File: src/rtl/fifo_rd_ctrl_if.sv
// Read-side bus of the async FIFO: memory read port, pointer exchange
// with the write domain, and the consumer valid/ready handshake.
interface fifo_rd_ctrl_if #(
  parameter int DATA_WIDTH    = 8,
  parameter int ADDRESS_WIDTH = 3
);
  logic [ADDRESS_WIDTH:0]   W_PTR_GRAY;
  logic [ADDRESS_WIDTH-1:0] R_ADDR;
  logic [DATA_WIDTH-1:0]    MEM_RD_DATA;
  logic [ADDRESS_WIDTH:0]   R_PTR_GRAY;
  logic                     EMPTY;
  logic [DATA_WIDTH-1:0]    RD_DATA;
  logic                     RD_VALID;
  logic                     RD_READY;

  // Controller side
  modport master (
    input  W_PTR_GRAY, MEM_RD_DATA, RD_READY,
    output R_ADDR, R_PTR_GRAY, EMPTY, RD_DATA, RD_VALID
  );

  // Memory / write domain / consumer side
  modport slave (
    output W_PTR_GRAY, MEM_RD_DATA, RD_READY,
    input  R_ADDR, R_PTR_GRAY, EMPTY, RD_DATA, RD_VALID
  );
endinterface

File: src/rtl/fifo_rd_ctrl.sv
// Async FIFO read controller: synchronises the write Gray pointer, derives
// EMPTY, drives the memory read address and delivers data through a
// one-entry registered prefetch stage with a valid/ready handshake.
module fifo_rd_ctrl #(
  parameter int DATA_WIDTH    = 8,
  parameter int ADDRESS_WIDTH = 3
) (
  input  logic              R_CLK,
  input  logic              R_RST,
  fifo_rd_ctrl_if.master    bus
);

  localparam int PW = ADDRESS_WIDTH + 1;

  // Binary to reflected Gray code
  function automatic logic [PW-1:0] bin2gray(input logic [PW-1:0] b);
    return b ^ (b >> 1);
  endfunction

  logic [PW-1:0]         rbin_q, rbin_d;
  logic [PW-1:0]         rgray_q, rgray_d;
  logic [PW-1:0]         wq1_q, wq2_q;
  logic [DATA_WIDTH-1:0] rd_data_q, rd_data_d;
  logic                  rd_valid_q, rd_valid_d;
  logic [PW-1:0]         rbin_inc_s;
  logic                  empty_s;
  logic                  fetch_s;

  // Storage is empty when our pointer has caught up with the synchronised
  // write pointer; the word in the output stage is not counted.
  assign empty_s    = (rgray_q == wq2_q);
  // Fetch whenever storage has a word and the output stage is free or
  // being drained this cycle.
  assign fetch_s    = ~empty_s & (~rd_valid_q | bus.RD_READY);
  assign rbin_inc_s = rbin_q + {{ADDRESS_WIDTH{1'b0}}, 1'b1};

  assign bus.R_ADDR     = rbin_q[ADDRESS_WIDTH-1:0];
  assign bus.R_PTR_GRAY = rgray_q;
  assign bus.EMPTY      = empty_s;
  assign bus.RD_DATA    = rd_data_q;
  assign bus.RD_VALID   = rd_valid_q;

  // Two-flop synchroniser for the write-domain Gray pointer, no logic between stages
  always_ff @(posedge R_CLK) begin
    if (!R_RST) begin
      wq1_q <= '0;
      wq2_q <= '0;
    end else begin
      wq1_q <= bus.W_PTR_GRAY;
      wq2_q <= wq1_q;
    end
  end

  // Next-state for pointers and the output stage
  always_comb begin
    rbin_d     = rbin_q;
    rgray_d    = rgray_q;
    rd_data_d  = rd_data_q;
    rd_valid_d = rd_valid_q;
    if (fetch_s) begin
      // New word replaces the old one even when it is accepted this cycle
      rd_data_d  = bus.MEM_RD_DATA;
      rd_valid_d = 1'b1;
      rbin_d     = rbin_inc_s;
      rgray_d    = bin2gray(rbin_inc_s);
    end else if (rd_valid_q && bus.RD_READY) begin
      rd_valid_d = 1'b0;
    end else begin
      // Stalled or idle: data stays stable until accepted
      rd_valid_d = rd_valid_q;
    end
  end

  // Pointer and output-stage registers; reset discards any held word
  always_ff @(posedge R_CLK) begin
    if (!R_RST) begin
      rbin_q     <= '0;
      rgray_q    <= '0;
      rd_data_q  <= '0;
      rd_valid_q <= 1'b0;
    end else begin
      rbin_q     <= rbin_d;
      rgray_q    <= rgray_d;
      rd_data_q  <= rd_data_d;
      rd_valid_q <= rd_valid_d;
    end
  end

endmodule

File: src/flat_wrapper.sv
// flat-port wrapper written by rule: the top's interface ports become plain ports
module fifo_rd_ctrl_flat 
#(
  parameter int DATA_WIDTH    = 8,
  parameter int ADDRESS_WIDTH = 3
)
  (R_CLK, R_RST, bus_W_PTR_GRAY, bus_MEM_RD_DATA, bus_RD_READY, bus_R_ADDR, bus_R_PTR_GRAY, bus_EMPTY, bus_RD_DATA, bus_RD_VALID);
  fifo_rd_ctrl_if #(.DATA_WIDTH(DATA_WIDTH), .ADDRESS_WIDTH(ADDRESS_WIDTH)) bus_i ();
  input  logic R_CLK;
  input  logic R_RST;
  input wire logic [$bits(bus_i.W_PTR_GRAY)-1:0] bus_W_PTR_GRAY;
  input wire logic [$bits(bus_i.MEM_RD_DATA)-1:0] bus_MEM_RD_DATA;
  input wire logic [$bits(bus_i.RD_READY)-1:0] bus_RD_READY;
  output wire logic [$bits(bus_i.R_ADDR)-1:0] bus_R_ADDR;
  output wire logic [$bits(bus_i.R_PTR_GRAY)-1:0] bus_R_PTR_GRAY;
  output wire logic [$bits(bus_i.EMPTY)-1:0] bus_EMPTY;
  output wire logic [$bits(bus_i.RD_DATA)-1:0] bus_RD_DATA;
  output wire logic [$bits(bus_i.RD_VALID)-1:0] bus_RD_VALID;
  assign bus_i.W_PTR_GRAY = bus_W_PTR_GRAY;
  assign bus_i.MEM_RD_DATA = bus_MEM_RD_DATA;
  assign bus_i.RD_READY = bus_RD_READY;
  assign bus_R_ADDR = bus_i.R_ADDR;
  assign bus_R_PTR_GRAY = bus_i.R_PTR_GRAY;
  assign bus_EMPTY = bus_i.EMPTY;
  assign bus_RD_DATA = bus_i.RD_DATA;
  assign bus_RD_VALID = bus_i.RD_VALID;
  fifo_rd_ctrl #(.DATA_WIDTH(DATA_WIDTH), .ADDRESS_WIDTH(ADDRESS_WIDTH)) u_core (.R_CLK(R_CLK), .R_RST(R_RST), .bus(bus_i));
endmodule
File: config.mk
export PLATFORM = sky130hd
export DESIGN_NAME = fifo_rd_ctrl_flat
export DESIGN_NICKNAME = d
export VERILOG_FILES = /design/src/rtl/fifo_rd_ctrl_if.sv /design/src/rtl/fifo_rd_ctrl.sv /design/src/flat_wrapper.sv
export SDC_FILE = /design/constraint.sdc
export NUM_CORES = 1
export LEC_CHECK = 0
export ABC_AREA = 1
export BUFFER_PORTS_ARGS = -buffer_cell sky130_fd_sc_hd__buf_2
export CORE_UTILIZATION = 40
export DETAILED_ROUTE_END_ITERATION = 10
export SETUP_SLACK_MARGIN = 0.1
export SLEW_MARGIN = 25
export SYNTH_ARGS = -nofsm -noshare
export SYNTH_HDL_FRONTEND = slang
export SYNTH_SLANG_ARGS = --single-unit
File: constraint.sdc
create_clock -name R_CLK -period 2.3 [get_ports R_CLK]
set_input_delay 0.575 -clock R_CLK [delete_from_list [all_inputs] [get_ports R_CLK]]
set_output_delay 0.575 -clock R_CLK [all_outputs]
set_load 0.02 [all_outputs]
==> run metrics <==
final setup TNS 0 ps; Min Clock Period, post-route 2050 ps; Total Routed Length 2.03 mm; layout filler cell count 256; internal power 1.02 mW; fin crit share 89.2%; register area share after synthesis 45.1%; Seq pwr share 35.1%; core box area 2500 um2; Critical Path End Type primary output; dominant cell type by area after synthesis dfxtp_1; worst vdd ir 0.756 mV; Post-CTS Setup Inserts 0; antenna diode count 0; first-pass GRT wire length 3.04 mm; All-Layer GR Usage 14.8%; Most used DFF post-synth dfxtp_1; Synth Register Bits 24; Synth top area share 45.1%; Max-Cap Viols 0; port buffer count 31; router iterations before antenna repair 4; TritonCTS Buffers 3; H-Tree Depth 1; CTS Sinks 24; Clock power frac 16.4%; CP peak stage delay 400 ps; CP Buf/Inv Count 3; PD cells 1390 nW/um2; RSZ-0062 raised after global routing false; row cnt 18; gr ovfl total 0; top-count cell post-synth nand2_1; pin count of the biggest net entering global routing 27; CP startpoint kind flop; fraction of registers with async set/reset 0%; sw frac 43.2%; CP max FO 26; worst path arrival time 1480 ps; critical path type reg2out; Static Leak 0.743 nW; Clock Skews 5.86 ps; Final setup viols 0; wire length per cell 9.48 um; Synth Cell Area 1060 um2; Hold WC Path Type reg2reg; Worst Path Required 1730 ps; syn nets 170; outcome finished clean; Vias/cell 4.57; synthesized area per cell 6.91 um2; cells after synthesis 154; DRT antenna net count 0; post_cts resized 0; dpl hpwl 1.45 mm; kind of cell adding the most delay to the critical path simple AND/OR/NAND/NOR gates; Area Growth Syn to Fin 21.0%; initial antenna violation count 0; Worst-Margin Slew 495 ps; sw power 0.777 mW; clock slew at reported path FFs 130 ps; final hold violation count 0; Synth area leaders dfxtp_1, nand2_1, inv_1; Slew Limit Fails 0; clock buffer depth 2; I/O pins 32; vias in the first global route 714; Gate power share 48.5%; routed via count 977; chip height 53.6 um; Ys Warns 0; DRC 0; CTS tree yes; Worst path slowest cell dfxtp_1; Post-Layout Cell Count 214; area of the multi-input gates 477 um2; worst-path cell chain inv_1 > nand2_1 > nand2_1 > nor2_2 > nand2_4 > inv_1 > buf_2; layout cells sized above 1 22.3%; GPL Wtd Cong 0.724; Cells after DPL 210; Unique masters post-synth 17; hold slack final 427 ps; register area 480 um2; Nets 201; hold buffers post-CTS 0; initial DRC count 13; clock insertion delay at the later pin of the skew report 310 ps; number of synthesized flops with an enable pin 0; Die Span X 53.6 um; Die Area 2870 um2; top cells by count, synth nand2_1, dfxtp_1, inv_1, nor2_1, a21oi_1; fmax 487 MHz; max_slew headroom 66.9%; Root Driver clkbuf_4; Initial Util 42.6%
[area by class of cell]
class | instances | share of cell area [%]
inverters | 21 | 6.12
well taps | 30 | 2.91
clock inverters | 1 | 2.33
multi-input cells | 103 | 37.0
flip-flops and latches | 24 | 37.3
repair buffers | 32 | 12.6
clock buffers | 3 | 1.75
[routing by layer]
layer / up-vias / GRT usage, % / wire length [um]
li1: 529 / - / -
met1: 418 / 17.2 / 910
met2: 28 / 25.4 / 966
met3: 2 / 6.21 / 139
met4: 0 / 2.63 / 12
met5: - / 0 / 0
[cell usage in the layout (no fill, tap or decap)]
master     synthesis  routed
nand2_1           50      50
buf_2              3      31
dfxtp_1           24      24
inv_1             20      20
nor2_1            18      18
a21oi_1           12      12
nand3b_1           8       8
nand3_1            7       7
clkbuf_4           0       3
nor2_2             2       2
xor2_1             2       2
inv_2              1       1
nand2_4            0       1
nand4_1            1       1
or2_2              1       1
ha_1               1       1
bufinv_16          0       1
buf_4              0       1
[flip-flops by register name (all words and copies together), names as in the netlist]
name and cells:
u_core.wq2_q 4, u_core.wq1_q 4, u_core.rbin_q 3, u_core.bus.RD_VALID 1
u_core.bus.RD_DATA 8, u_core.bus.R_PTR_GRAY 4
[logic make-up after synthesis]
| kind of cell | count (synthesis) | synth area share, % |
|---|---|---|
| adder cells (fa/ha/maj) | 1 | 1.17 |
| buffers and inverters | 27 | 10.6 |
| AO/OA/AOI/OAI | 12 | 5.64 |
| flip-flops | 24 | 45.1 |
| XOR/XNOR | 2 | 1.65 |
| AND/OR/NAND/NOR | 88 | 35.8 |
[worst reg2reg max path, stage by stage, from the launching register on]
cell and delay (ps):
dfxtp_1 400, ha_1 260, or2_2 290, nand2_1 90, nand2_1 50, nand2_1 50
nand3_1 70, nand2_1 80, nor2_1 50
[per-stage QoR]
stage	setup WS [ps]	power, mW	instance area, um2	utilization, %
detailed placement	520	1.50	1230	49.2
CTS	145	1.80	1280	51.4
finish	247	1.80	1290	51.6
floorplan	727	1.30	1060	-
global placement	549	1.48	1230	49.2
global route	116	1.95	1290	51.6
[power groups by stage]
| stage | registers, mW | clock network, mW | logic (mW) |
|---|---|---|---|
| 2_1_floorplan | 0.763 | 0 | 0.538 |
| 3_3_place_gp | 0.631 | 0 | 0.848 |
| 3_5_place_dp | 0.639 | 0 | 0.864 |
| 4_1_cts | 0.630 | 0.306 | 0.868 |
| 5_1_grt | 0.645 | 0.322 | 0.984 |
| 6_report | 0.630 | 0.295 | 0.871 |
[final timing paths]
| path | start | end | slack [ps] | cells past startpoint |
|---|---|---|---|---|
| worst min-delay path | u_core.wq1_q[0]$_SDFF_PN0_ | u_core.wq2_q[0]$_SDFF_PN0_ | 430 | 2 |
| worst max register to register | u_core.rbin_q[0]$_SDFFE_PN0P_ | u_core.bus.R_PTR_GRAY[1]$_SDFFE_PN0P_ | 850 | 8 |
| worst min register to register | u_core.wq1_q[0]$_SDFF_PN0_ | u_core.wq2_q[0]$_SDFF_PN0_ | 430 | 2 |
| worst max-delay path | u_core.bus.R_PTR_GRAY[1]$_SDFFE_PN0P_ | bus_EMPTY | 250 | 7 |
(Power assumes the default switching activity.)
